===== src/rtl/gray_pkg.sv =====
// rtl/gray_pkg.sv - shared binary/Gray conversion helpers
package gray_pkg;

    // Widest counter the helpers support; callers zero-extend to this width
    // and cast the result back down to their own width.
    localparam int unsigned GRAY_MAX_W = 32;

    // Gray code of a binary value: each bit is the XOR of itself and its upper neighbour.
    function automatic logic [GRAY_MAX_W-1:0] bin2gray(input logic [GRAY_MAX_W-1:0] b);
        return b ^ (b >> 1);
    endfunction

    // Binary value of a Gray code: b[i] is the XOR of all Gray bits from i upward.
    // Zero-extended upper bits contribute nothing, so this works for any width.
    function automatic logic [GRAY_MAX_W-1:0] gray2bin(input logic [GRAY_MAX_W-1:0] g);
        logic [GRAY_MAX_W-1:0] b;
        b[GRAY_MAX_W-1] = g[GRAY_MAX_W-1];
        for (int i = GRAY_MAX_W - 2; i >= 0; i--) begin
            b[i] = b[i+1] ^ g[i];
        end
        return b;
    endfunction

endpackage


===== src/rtl/gray_counter_next.sv =====
// rtl/gray_counter_next.sv - combinational next-state block for gray_counter
module gray_next
    import gray_pkg::*;
#(
    parameter int unsigned          WIDTH     = 3,
    parameter logic [WIDTH-1:0]     RESET_VAL = '0,
    parameter bit                   SATURATE  = 1'b0
) (
    input  logic [WIDTH-1:0] bin_cur,
    input  logic             clr,
    input  logic             load,
    input  logic             load_gray,
    input  logic [WIDTH-1:0] load_val,
    input  logic             en,
    input  logic             up_dn,
    output logic [WIDTH-1:0] bin_nxt,
    output logic [WIDTH-1:0] gray_nxt,
    output logic             wrap_nxt
);

    localparam logic [WIDTH-1:0] ALL_ONES = '1;
    localparam logic [WIDTH-1:0] ZERO     = '0;

    // Command decode with priority clr > load > en; limit hits flag wrap
    // whether the value rolls over or is held by saturation.
    always_comb begin
        bin_nxt  = bin_cur;
        wrap_nxt = 1'b0;
        if (clr) begin
            bin_nxt = RESET_VAL;
        end else if (load) begin
            if (load_gray) begin
                bin_nxt = WIDTH'(gray2bin(GRAY_MAX_W'(load_val)));
            end else begin
                bin_nxt = load_val;
            end
        end else if (en) begin
            if (up_dn) begin
                if (bin_cur == ALL_ONES) begin
                    wrap_nxt = 1'b1;
                    bin_nxt  = SATURATE ? bin_cur : ZERO;
                end else begin
                    bin_nxt = bin_cur + WIDTH'(1);
                end
            end else begin
                if (bin_cur == ZERO) begin
                    wrap_nxt = 1'b1;
                    bin_nxt  = SATURATE ? bin_cur : ALL_ONES;
                end else begin
                    bin_nxt = bin_cur - WIDTH'(1);
                end
            end
        end
    end

    // Gray value derived from the next binary value so both register together.
    always_comb begin
        gray_nxt = WIDTH'(bin2gray(GRAY_MAX_W'(bin_nxt)));
    end

endmodule


===== src/rtl/gray_counter.sv =====
// rtl/gray_counter.sv - registered up/down counter with lockstep binary and Gray outputs
module gray_counter
    import gray_pkg::*;
#(
    parameter int unsigned          WIDTH     = 3,
    parameter logic [WIDTH-1:0]     RESET_VAL = '0,
    parameter bit                   SATURATE  = 1'b0
) (
    input  logic             clk,
    input  logic             rst_n,
    input  logic             clr,
    input  logic             load,
    input  logic             load_gray,
    input  logic [WIDTH-1:0] load_val,
    input  logic             en,
    input  logic             up_dn,
    output logic [WIDTH-1:0] bin_out,
    output logic [WIDTH-1:0] gray_out,
    output logic             at_max,
    output logic             at_min,
    output logic             wrap
);

    localparam logic [WIDTH-1:0] ALL_ONES   = '1;
    localparam logic [WIDTH-1:0] ZERO       = '0;
    localparam logic [WIDTH-1:0] RESET_GRAY = WIDTH'(bin2gray(GRAY_MAX_W'(RESET_VAL)));

    initial begin
        assert (WIDTH >= 2 && WIDTH <= GRAY_MAX_W)
            else $fatal(1, "gray_counter: WIDTH out of range");
    end

    logic [WIDTH-1:0] bin_q,  bin_d;
    logic [WIDTH-1:0] gray_q, gray_d;
    logic             at_max_q, at_max_d;
    logic             at_min_q, at_min_d;
    logic             wrap_q,   wrap_d;

    gray_next #(
        .WIDTH     (WIDTH),
        .RESET_VAL (RESET_VAL),
        .SATURATE  (SATURATE)
    ) u_next (
        .bin_cur   (bin_q),
        .clr       (clr),
        .load      (load),
        .load_gray (load_gray),
        .load_val  (load_val),
        .en        (en),
        .up_dn     (up_dn),
        .bin_nxt   (bin_d),
        .gray_nxt  (gray_d),
        .wrap_nxt  (wrap_d)
    );

    // Limit flags come from the next binary value so they register alongside it.
    always_comb begin
        at_max_d = (bin_d == ALL_ONES);
        at_min_d = (bin_d == ZERO);
    end

    // All outputs are flops; reset drops them to the reset value at once.
    always_ff @(posedge clk or negedge rst_n) begin
        if (!rst_n) begin
            bin_q    <= RESET_VAL;
            gray_q   <= RESET_GRAY;
            at_max_q <= (RESET_VAL == ALL_ONES);
            at_min_q <= (RESET_VAL == ZERO);
            wrap_q   <= 1'b0;
        end else begin
            bin_q    <= bin_d;
            gray_q   <= gray_d;
            at_max_q <= at_max_d;
            at_min_q <= at_min_d;
            wrap_q   <= wrap_d;
        end
    end

    assign bin_out  = bin_q;
    assign gray_out = gray_q;
    assign at_max   = at_max_q;
    assign at_min   = at_min_q;
    assign wrap     = wrap_q;

endmodule


===== config.mk =====
export PLATFORM = sky130hd
export DESIGN_NAME = gray_counter
export DESIGN_NICKNAME = d
export VERILOG_FILES = /design/src/rtl/gray_pkg.sv /design/src/rtl/gray_counter_next.sv /design/src/rtl/gray_counter.sv
export SDC_FILE = /design/constraint.sdc
export NUM_CORES = 1
export LEC_CHECK = 0
export BUFFER_PORTS_ARGS = -buffer_cell sky130_fd_sc_hd__buf_2
export CAP_MARGIN = 20
export CORE_AREA = 8 8 45 47
export DETAILED_ROUTE_END_ITERATION = 8
export DIE_AREA = 0 0 53 55
export MAX_ROUTING_LAYER = met4
export RECOVER_POWER = 50
export SYNTH_ARGS = -nofsm -noshare
export SYNTH_HDL_FRONTEND = slang
export SYNTH_HIERARCHICAL = 1
export SYNTH_SLANG_ARGS = --single-unit
export TNS_END_PERCENT = 10

===== constraint.sdc =====
create_clock -name clk -period 3.3 [get_ports clk]
set_input_delay 0.165 -clock clk [delete_from_list [all_inputs] [get_ports clk]]
set_output_delay 0.165 -clock clk [all_outputs]
set_load 0.005 [all_outputs]

## Word level (Yosys, flattened, before mapping)

Index checks and enable logic that the tools add are counted.

- Register bits: 9
- Word-level logic and storage cells: 27
- Input bits: 10

- Equality and inequality tests: 2
- Bitwise operators: 3
- $add $sub $neg: 2
- Mux-type cells: 13
- Reduce and logical (&&, ||, !) cells: 2

Operator list:

| kind | number |
|---|---|
| $mux 3 | 6 |
| $eq 3x3->1 const B | 2 |
| $logic_not 3->1 | 2 |
| $mux 1 | 6 |
| $add 3x1->3 const B | 1 |
| $sub 3x1->3 const B | 1 |
| $xor 3x2->3 | 1 |
| $mux 2 | 1 |
| $xor 1x1->1 | 2 |

## Logic depth before layout (Yosys ltp)

- Depth in word-level cells: 7
- Mapped depth: 8
- Mapped depth without buffers: 8

## Hierarchy

Netlist, hierarchy kept.

Modules (own cells, without submodules):

| module | times used | cells each | area an instance (sq um) |
|---|---|---|---|
| gray_next | 1 | 38 | 266.5 |
| gray_counter | 1 | 11 | 242.7 |

## Least setup slack after synthesis

No wires, ideal clock.

- Kind: flip-flop to flip-flop
- From: reg bin_q[0] (netlist: bin_out[0])
- To: reg at_max_q (netlist: at_max)
- Required time: 3.180 ns
- Slack: 1.536 ns
- Stages on the path, launching flop included: 9
- Arrival: 1.644 ns
- Path buffers: 0
- Cell sequence: dfrtp_1 inv_1 ha_1 inv_1 a211o_1 a311oi_1 a211o_1 inv_1 and3_1

- Word-level cells in the longest chain between the ends: 7
- Elaborated cells between the ends (all ways): 11
- Those cells by class: add/sub: 2; eq/ne: 2; mux: 6; reduce/logical: 1

Ends and longest elaborated chain:

| what | line | text |
|---|---|---|
| start: declaration | gray_counter.sv:33 | `logic [WIDTH-1:0] bin_q, bin_d;` |
| start signal: assignment | gray_counter.sv:71 | `bin_q <= bin_d;` |
| $sub 3x1->3, or another cell as far along | gray_counter_next.sv:50 | `bin_nxt = bin_cur - WIDTH'(1);` |
| $mux 3 (on tied branches) | gray_counter_next.sv:46, gray_counter_next.sv:39 |  |
| $mux 3 (*) | gray_counter_next.sv:38 | `if (up_dn) begin` |
| $mux 3 (*) | gray_counter_next.sv:37 | `end else if (en) begin` |
| $mux 3 (*) | gray_counter_next.sv:31 | `end else if (load) begin` |
| $mux 3 (*) | gray_counter_next.sv:29 | `if (clr) begin` |
| via bin_d[1] | gray_counter.sv:33 |  |
| $eq 3x3->1 (*) | gray_counter.sv:58 | `at_max_d = (bin_d == ALL_ONES);` |
| via at_max_d | gray_counter.sv:35 | `logic at_max_q, at_max_d;` |
| end signal: assignment | gray_counter.sv:67 | `at_max_q <= (RESET_VAL == ALL_ONES);` |
| end signal: assignment | gray_counter.sv:73 | `at_max_q <= at_max_d;` |
| end: declaration | gray_counter.sv:35 |  |

The timed path passes the listed nets; every way through them passes the cells marked *.

## Worst setup path in the final report

- From: reg bin_q[0] (netlist: bin_out[0])
- To: reg at_max_q (netlist: at_max)

- Word-level cells in the longest chain between the ends: 7
- Elaborated cells between the ends (all ways): 11
- Those cells by class: add/sub: 2; eq/ne: 2; mux: 6; reduce/logical: 1

Ends and longest elaborated chain:

| what | line |
|---|---|
| $sub 3x1->3, or another cell as far along | gray_counter_next.sv:50 |
| $mux 3 (on tied branches) | gray_counter_next.sv:46, gray_counter_next.sv:39 |
| $mux 3 | gray_counter_next.sv:38 |
| $mux 3 (*) | gray_counter_next.sv:37 |
| $mux 3 (*) | gray_counter_next.sv:31 |
| $mux 3 (*) | gray_counter_next.sv:29 |
| via bin_d[0] | gray_counter.sv:33 |
| $eq 3x3->1 (*) | gray_counter.sv:58 |
| via at_max_d | gray_counter.sv:35 |

Marks and branches as above.

==> out/results.tsv <==
stage	metric	value	unit
status	status	completed	
global_routing	initial antenna violation count	0	
synth	unique cell type count in the Yosys netlist	22	
critical_path	Worst Path Max Fanout	5	
timing	Sum Neg Setup Slack	0	ns
place	DP Wirelength	933	microns
critical_path	worst r2r src	bin_out[0]	
route	drt total wl	1150	microns
route	routed vias	423	
timing	Slew HR	59.6	%
timing	Slew Viols, Final	0	
critical_path	Critical Path End Type	register	
min_path	Worst Hold Class	in2reg	
synth	post-synthesis sequential area ratio	44.5	%
clocking	Num CTS Buffers	3	
timing	fmax	515	MHz
synth	number of synthesis warnings	6	
power_and_ir_drop	Pwr Density	429	nW/um^2
clocking	Clock Tree Buf Depth	2	
synth	Synth area leader	dfrtp_1	
critical_path	Reg2Reg Setup Slack	1.36	ns
synth	dominant synthesized flop cell	dfrtp_1	
timing	RSZ-0062 raised after global routing	no	
synth	Synth top area share	39.3	%
place	Routability Congestion	0.854	
synth	syn nets	63	
critical_path	Buf/Inv on CP	1	
global_routing	largest net degree at the start of global routing	10	
min_path	HP Start	clr	
global_routing	vias in the first global route	424	
route	routed len/inst	13.3	microns
die	die height	55	microns
synth	number of flops mapped to enable cells by yosys	0	
die	die area	2920	sq um
synth	Syn Inst Count	49	
die	I/O pin total	19	
synth	Synth Cell Area	509	sq um
power_and_ir_drop	maximum VDD drop	179	uV
timing	skew final	0.00135	ns
critical_path	CP delay by family, top	simple AND/OR/NAND/NOR gates	
die	FP Rows	14	
timing	final hold violations	0	
synth	most instantiated library cell after synthesis	dfrtp_1	
route	Routed Antenna Nets	0	
global_routing	first-pass GRT wire length	1930	microns
global_routing	GRT overflow	0	
route	Via density	4.86	
synth	synth cell count leaders	8 x dfrtp_1, 7 x inv_1, 4 x ha_1, 4 x nand2_1	
place	Port Buf Inserts	18	
clocking	CTS clk-pin slew, worst paths	0.06	ns
critical_path	critical path depth	7	
critical_path	CP cell instances	inv_1 > ha_1 > or3b_1 > a41oi_1 > o21ai_1 > a21oi_2 > and3_1	
die	starting density of the core	36.8	%
synth	Synth area leaders	dfrtp_1 39%, ha_1 9.8%, dfstp_2 5.2%	
clocking	htree depth	1	
critical_path	CP Class	reg2reg	
critical_path	Critical Path AT	2.13	ns
min_path	hold depth	2	
die	Die X	53	microns
critical_path	r2r endpoint	at_max	
place	Area after DPL	612	sq um
critical_path	slowest library cell on the worst path	dfrtp_1	
timing	Worst Tran Pin Value	0.605	ns
cells_and_area	Fillers	151	
critical_path	startpoint types	register	
min_path	hold endpoint	wrap	
route	initial DRC count	15	
cells_and_area	final instance area	643	sq um
timing	final setup fails	0	
clocking	Skew-Pair Late Insertion Delay	0.25	ns
critical_path	CP max stage delay	0.42	ns
cells_and_area	Nets	86	
global_routing	Overall Global Routing Usage	9.19	%
cells_and_area	ant diodes	0	
power_and_ir_drop	Lkg Pwr	0.000322	uW
synth	syn avg cell area	10.4	sq um
timing	Tcrit/Tclk final	58.9	%
synth	#FFs+latches synth	9	
route	# DRC	0	
cells_and_area	area added between synthesis and finish	26.3	%
die	Core ar.	1380	sq um
cells_and_area	share of post-route cells with drive strength above 1	29.6	%
flow_run	max_cap viols	0	
clocking	clock sink total	9	
timing	fin crit period	1.94	ns
critical_path	Worst EP required	3.49	ns
synth	Async SR Flop Fraction	100	%
route	drt pass-1 iters	5	
clocking	setup bufs post-CTS	0	
critical_path	worst-case reg-to-reg path depth	7	
clocking	CTS tree	yes	
clocking	Root Driver	clkbuf_4	
worst max path at each step:
stage | startpoint | end
after floorplan | bin_out[0] | at_max
after global placement | bin_out[0] | at_min
after detailed placement | bin_out[0] | at_max
after CTS | bin_out[0] | at_max
after global routing | bin_out[0] | at_max
final | bin_out[0] | at_max
stage by stage:
step | hold WS [ns] | total power [uW] | util [%] | worst slack [ns] | cells
after floorplan | -0.131 | 167 | - | 1.54 | 49
after global placement | 0.0188 | 196 | 44.2 | 1.38 | 82
after detailed placement | 0.0312 | 197 | 44.2 | 1.39 | 82
after CTS | 0.123 | 283 | 46.8 | 1.37 | 87
after global routing | 0.126 | 301 | 46.5 | 1.19 | 87
final | 0.131 | 276 | 46.5 | 1.36 | 87
layer usage:
| metal | wire, microns | share of wire (%) | vias to the layer above | track usage [%] |
|---|---|---|---|---|
| met1 | 500 | 43 | 195 | 10.1 |
| met5 | 0 | 0 | - | - |
| met4 | 0 | 0 | 0 | 3.88 |
| met3 | 75 | 6.5 | 0 | 2.67 |
| li1 | - | - | 214 | - |
| met2 | 577 | 50 | 14 | 15.2 |
cells by family (layout without fill, tap and decap cells):
family | after synthesis | count (layout) | share of synthesized area, %
adder cells (fa/ha/maj) | 4 | 4 | 9.83
AO/OA/AOI/OAI | 12 | 12 | 19.2
flip-flops | 9 | 9 | 44.5
buffers and inverters | 8 | 30 | 6.64
XOR/XNOR | 5 | 5 | 8.60
AND/OR/NAND/NOR | 11 | 11 | 11.3
cells in the final DEF, fill, tap and decap left out, types with 2 or more instances in the layout:
cell,count
nand2_1,4
nor3_1,2
dfrtp_1,8
buf_2,14
a211o_1,2
xor2_1,3
inv_1,7
xnor2_1,2
a211oi_1,3
ha_1,4
clkbuf_1,5
nor2_1,2
clkbuf_4,3
power by group:
part           switching, uW  internal (uW)  leakage, uW
Clock                   35.9           46.4    0.0000150
Sequential              6.43            123     0.000114
Combinational           35.8           28.9     0.000193
timing repair:
action	in CTS	in global routing
endpoints found under the hold margin	9	0
hold buffers	1	0
endpoints found under the setup margin	0	0
resized for setup	0	0
worst reg2reg max path, cell delays in order, from the launching register on:
cell	delay, ns
dfrtp_1	0.42
inv_1	0.10
ha_1	0.18
or3b_1	0.41
a41oi_1	0.23
o21ai_1	0.11
a21oi_2	0.23
and3_1	0.19
sequential cells by signal (all words and copies together) (netlist names):
register	flops
bin_out	3
gray_out	3
at_min	1
wrap	1
at_max	1
cell type report:
cell class	instances	area, sq um	area share, %
inverter	7	26.3	4.09
multi-input combinational	32	249	38.7
clock buffer	4	26.3	4.09
timing repair buffer	19	95.1	14.8
sequential	9	226	35.2
tap	16	20.0	3.11
No activity file was read; power rests on OpenSTA's default activity.
